[src/rtl/tmds_pkg.sv]
// ============================================================================
// Module      : tmds_pkg
// Description : Constants shared by the TMDS encoder and decoder: the four
//               control-period tokens and the running-disparity width.
// Revision    : 1.0  initial release
// ============================================================================
`default_nettype none

package tmds_pkg;

  // Running disparity counter width (signed)
  localparam int CNT_W = 5;

  // Control-period tokens, indexed by {C1,C0}
  localparam logic [9:0] CTRL_TOKEN_00 = 10'b1101010100;
  localparam logic [9:0] CTRL_TOKEN_01 = 10'b0010101011;
  localparam logic [9:0] CTRL_TOKEN_10 = 10'b0101010100;
  localparam logic [9:0] CTRL_TOKEN_11 = 10'b1010101011;

  // Map a {C1,C0} pair to its control token
  function automatic logic [9:0] ctrl_token(input logic [1:0] c);
    logic [9:0] tok;
    case (c)
      2'b00:   tok = CTRL_TOKEN_00;
      2'b01:   tok = CTRL_TOKEN_01;
      2'b10:   tok = CTRL_TOKEN_10;
      default: tok = CTRL_TOKEN_11;
    endcase
    return tok;
  endfunction

endpackage

`default_nettype wire

[src/rtl/tmds_popcount8.sv]
// ============================================================================
// Module      : tmds_popcount8
// Description : Combinational count of the ones in an 8-bit word (0..8).
// Revision    : 1.0  initial release
// ============================================================================
`default_nettype none

module tmds_popcount8 (
  input  logic [7:0] data_i,
  output logic [3:0] count_o
);

  // Sum every bit into a 4-bit accumulator
  always_comb begin
    count_o = 4'd0;
    for (int i = 0; i < 8; i++) begin
      count_o = count_o + {3'd0, data_i[i]};
    end
  end

endmodule

`default_nettype wire

[src/rtl/tmds_encoder.sv]
// ============================================================================
// Module      : tmds_encoder
// Description : DVI 1.0 TMDS 8b/10b encoder, two-stage pipeline, 2 clk
//               latency, one input accepted every cycle.
//               Optional macro TMDS_ENCODER_DISP_OUT_EN adds the signed
//               running-disparity output 'disp', aligned with 'tmds'.
// Revision    : 1.0  initial release
// ============================================================================
`default_nettype none

module tmds_encoder
  import tmds_pkg::*;
(
  input  logic                    clk,
  input  logic                    rst,
  input  logic                    de,
  input  logic [1:0]              ctrl,
  input  logic [7:0]              idata,
  output logic [9:0]              tmds
`ifdef TMDS_ENCODER_DISP_OUT_EN
  ,
  output logic signed [CNT_W-1:0] disp
`endif
);

  // ---------------------------------------------------------------- stage 1
  logic [3:0]  n1_idata;
  logic        use_xnor;
  logic [8:0]  qm_d;
  logic [3:0]  n1_qm_d;

  logic        de_q;
  logic [1:0]  ctrl_q;
  logic [8:0]  qm_q;
  logic [3:0]  n1_q;

  tmds_popcount8 u_pop_idata (
    .data_i  (idata),
    .count_o (n1_idata)
  );

  // Transition minimisation: chain XOR or XNOR, whichever yields fewer edges
  always_comb begin
    use_xnor = (n1_idata > 4'd4) || ((n1_idata == 4'd4) && !idata[0]);
    qm_d     = 9'd0;
    qm_d[0]  = idata[0];
    for (int i = 1; i < 8; i++) begin
      qm_d[i] = use_xnor ? ~(qm_d[i-1] ^ idata[i]) : (qm_d[i-1] ^ idata[i]);
    end
    qm_d[8]  = ~use_xnor;
  end

  tmds_popcount8 u_pop_qm (
    .data_i  (qm_d[7:0]),
    .count_o (n1_qm_d)
  );

  // Stage-1 pipeline register
  always_ff @(posedge clk or posedge rst) begin
    if (rst) begin
      de_q   <= 1'b0;
      ctrl_q <= 2'b00;
      qm_q   <= 9'd0;
      n1_q   <= 4'd0;
    end else begin
      de_q   <= de;
      ctrl_q <= ctrl;
      qm_q   <= qm_d;
      n1_q   <= n1_qm_d;
    end
  end

  // ---------------------------------------------------------------- stage 2
  logic signed [CNT_W-1:0] cnt_q;
  logic signed [CNT_W-1:0] cnt_d;
  logic signed [CNT_W-1:0] diff;   // N1 - N0 of q_m[7:0]
  logic [9:0]              tmds_d;

  // DC balancing: choose inversion from the running disparity and update it
  always_comb begin
    // 2*N1 - 8 computed modulo 2^CNT_W; the true range -8..8 fits
    diff   = $signed({n1_q, 1'b0}) - 5'sd8;
    tmds_d = ctrl_token(ctrl_q);
    cnt_d  = '0;
    if (de_q) begin
      if ((cnt_q == 5'sd0) || (n1_q == 4'd4)) begin
        tmds_d = {~qm_q[8], qm_q[8], qm_q[8] ? qm_q[7:0] : ~qm_q[7:0]};
        cnt_d  = cnt_q + (qm_q[8] ? diff : -diff);
      end else if (((cnt_q > 5'sd0) && (n1_q > 4'd4)) ||
                   ((cnt_q < 5'sd0) && (n1_q < 4'd4))) begin
        tmds_d = {1'b1, qm_q[8], ~qm_q[7:0]};
        cnt_d  = cnt_q + (qm_q[8] ? 5'sd2 : 5'sd0) - diff;
      end else begin
        tmds_d = {1'b0, qm_q[8], qm_q[7:0]};
        cnt_d  = cnt_q + diff - (qm_q[8] ? 5'sd0 : 5'sd2);
      end
    end
  end

  // Stage-2 output word and running disparity
  always_ff @(posedge clk or posedge rst) begin
    if (rst) begin
      tmds  <= CTRL_TOKEN_00;
      cnt_q <= '0;
    end else begin
      tmds  <= tmds_d;
      cnt_q <= cnt_d;
    end
  end

`ifdef TMDS_ENCODER_DISP_OUT_EN
  assign disp = cnt_q;
`endif

endmodule

`default_nettype wire

[config.mk]
export PLATFORM = sky130hd
export DESIGN_NAME = tmds_encoder
export DESIGN_NICKNAME = d
export VERILOG_FILES = /design/src/rtl/tmds_pkg.sv /design/src/rtl/tmds_popcount8.sv /design/src/rtl/tmds_encoder.sv
export SDC_FILE = /design/constraint.sdc
export NUM_CORES = 1
export LEC_CHECK = 0
export ABC_AREA = 1
export CAP_MARGIN = 20
export CORE_UTILIZATION = 40
export DETAILED_ROUTE_END_ITERATION = 6
export HOLD_SLACK_MARGIN = 0.12
export PLACE_DENSITY = 0.64
export SLEW_MARGIN = 10
export SYNTH_ARGS = -nofsm -noshare
export SYNTH_HDL_FRONTEND = slang
export SYNTH_SLANG_ARGS = --single-unit
[constraint.sdc]
create_clock -name clk -period 4.65 [get_ports clk]
set_clock_uncertainty 0.15 [all_clocks]
set_input_delay 0.93 -clock clk [delete_from_list [all_inputs] [get_ports clk]]
set_output_delay 0.93 -clock clk [all_outputs]
set_load 0.03 [all_outputs]
==> metrics.csv <==
metric;value;unit
outcome;finished, violations left;
violations;setup timing;
overflow;0;
drv_slew;0;
synthArstFlopShare;100.0;%
synth_fa_ha_area_share;24.90;%
wl_met2;1.980;mm
dp.final_hpwl;3.444;mm
syn_avg_cell_area;8.307;sq um
ir_drop;0.0003108;V
synth-xor-area-share;3.426;%
yosys_register_bits;30;
arrival;5.72;ns
setup_viol_count_final;4;
wl_met1;2.077;mm
die_area;0.006060;sq mm
start_kind;primary input;
clkSinkCount;30;
wl_per_cell;10.32;um
wl_met3;75;um
synth-simple-area-share;25.99;%
hp-class;reg -> reg;
synthMuxAreaShare;0;%
yosysWarnings;0;
clkLatencyLatePin;0.28;ns
io_pins;23;
power_switching_share;46.50;%
dr.pass1.iters;6;
drt-total-wl;4.171;mm
numCtsBuffers;5;
dr.first_iter.drc_count;124;
clkPwrFrac;12.0;%
holdWs;0.3346;ns
synth_cells;277;
clock.fmax;175.5;MHz
die_w;77.85;um
initial_core_util;41.53;%
synth_top_family_by_area;simple AND/OR/NAND/NOR gates;
setup_ws;-1.049;ns
seqPwrFrac;19.2;%
tightest_slew;0.5838;ns
layout-drive-gt1-share;19.58;%
period_share;122.6;%
p_per_area;753.4;mW/mm^2
p_sw;0.001039;W
p_int;0.001196;W
postSynthNetCount;328;
nFillCells;523;
nets;382;
drtAntennaViolNets;0;
rows;27;
hold_violations;0;
setup.worst_path.class;in -> reg;
core_area;0.005540;sq mm
netlist_area;0.002301;sq mm
cts.reportedPaths.clkPinSlew;0.06;ns
slew_headroom;60.67;%
drv_cap;0;
grt_pass1_wl;7.383;mm
portBuffers;22;
grt_antenna_before_repair;0;
yosysSeqAreaShare;32.90;%
cts_buffer_depth;2;
grt_usage;15.56;%
highest_layer;met4;
grt_max_degree;23;
routabilityCongestion;0.8082;
p_leak;1.586;nW
combPwrFrac;68.8;%
grt_pass1_vias;1685;
yosys.cell_types.count;22;
required;4.67;ns
diodes;0;
cts_htree_levels;2;
drc;0;
period_minus_slack;5.699;ns
rsz0062_at_grt;true;
ys.flop_type;dfrtp_1;
final_util;53.55;%
ctsHoldBuffers;0;
area_growth;28.93;%
synth_compound_area_share;3.045;%
via_per_inst;4.532;
critPathMaxFanout;2;
cp-end-kind;flip-flop;
synth_edf_count;0;
clock_tree.root_cell;clkbuf_8;
die_h;77.85;um
cts_tree;done;
vias;1831;
==> repair_timing <==
item                                    4_1_cts  5_1_grt
gates resized for setup                      16        4
buffers inserted                              2        1
endpoints found under the setup margin        4        4
pin swaps                                    14       15
gates cloned                                  0        0
==> worst max-delay path: stages <==
cell and delay (ns):
buf_6 0.10, ha_4 0.26, inv_2 0.03, fa_1 0.45, fa_1 0.51, inv_2 0.04
fa_2 0.35, fa_1 0.43, nor2_1 0.10, nand2_1 0.05, nand2_1 0.07, nand2_2 0.06
xor2_2 0.15, ha_1 0.28, inv_2 0.04, fa_1 0.49, fa_1 0.43, fa_2 0.37
fa_2 0.53, inv_1 0.04
==> power by group through the flow <==
stage                     sequential [W]  combinational [W]  clock (W)
final                           0.000430            0.00154   0.000268
after global routing            0.000441            0.00178   0.000288
after CTS                       0.000431            0.00152   0.000274
after detailed placement        0.000435            0.00149          0
after global placement          0.000432            0.00145          0
after floorplan                 0.000505            0.00105          0
==> state kept, by name (all words and copies together), names as in the netlist <==
signal / flops
cnt_q: 4
ctrl_q: 2
de_q: 1
n1_q: 4
qm_q: 9
tmds: 10
==> worst paths after layout <==
check / from / end / slack [ns] / cells past startpoint
min reg2reg: qm_q[4] / tmds[4] / 0.33 / 3
min: qm_q[4] / tmds[4] / 0.33 / 3
max: idata[0] / n1_q[1] / -1.05 / 20
max reg2reg: qm_q[8] / cnt_q[3] / 2.13 / 9
min in group asynchronous: rst / n1_q[0] / 0.80 / 2
max in group asynchronous: rst / tmds[9] / 3.02 / 3
==> routing by layer <==
layer	vias up	global-route usage [%]
li1	961	-
met1	845	21.42
met2	20	25.31
met3	5	2.941
met4	0	3.396
met5	-	0
==> metrics by stage <==
stage / power (W) / instances / setup WS [ns] / TNS [ns] / instance area [sq um]
floorplan: 0.001554 / 277 / -1.086 / -3.635 / 2318
global placement: 0.001882 / 392 / -1.607 / -5.800 / 2786
detailed placement: 0.001923 / 393 / -1.703 / -6.274 / 2814
CTS: 0.002227 / 403 / -1.341 / -4.452 / 2948
global route: 0.002506 / 404 / -1.200 / -4.012 / 2967
finish: 0.002235 / 404 / -1.049 / -3.376 / 2967
==> cell families (layout without fill, tap and decap cells) <==
group | after synthesis | in the layout
xor+xnor | 9 | 9
simple gates | 129 | 129
buf+inv | 58 | 113
flops | 30 | 30
compound gates | 13 | 13
fa+ha+maj | 38 | 38
==> area by class of cell <==
cell class	count	area (sq um)	area share, %
Tap cell	72	90.09	3.037
Clock buffer	7	86.33	2.910
Inverter	57	216.5	7.297
Multi-Input combinational cell	189	1351	45.55
Timing Repair Buffer	48	435.4	14.68
Sequential cell	30	757.0	25.52
Clock inverter	1	30.03	1.012
==> synthesized netlist by cell type (2+ instances only) <==
cell / n / share of area, %
inv_2: 3 / 0.49
dfstp_2: 5 / 5.7
nand3b_1: 8 / 2.6
inv_1: 52 / 8.5
nand4_1: 2 / 0.54
xnor2_1: 4 / 1.5
nand2_1: 69 / 11
a21oi_1: 3 / 0.65
dfrtp_1: 25 / 27
nand3_1: 31 / 6.7
xor2_1: 5 / 1.9
ha_1: 25 / 14
nor2_1: 9 / 1.5
nand2_4: 3 / 1.5
o21ai_0: 8 / 1.7
nand2_2: 7 / 1.9
fa_1: 13 / 11
==> cell usage in the layout, fill, tap and decap left out, types with 6 or more instances in the layout <==
master	synthesis	layout
inv_1	52	47
nand3b_1	8	8
nand2_1	69	69
fa_1	13	10
nor2_1	9	9
buf_4	1	25
dfrtp_1	25	25
clkbuf_8	0	6
nand2_2	7	7
inv_2	3	8
nand3_1	31	31
o21ai_0	8	7
ha_1	25	24
clkdlybuf4s50_1	0	18
(Power assumes the default switching activity.)
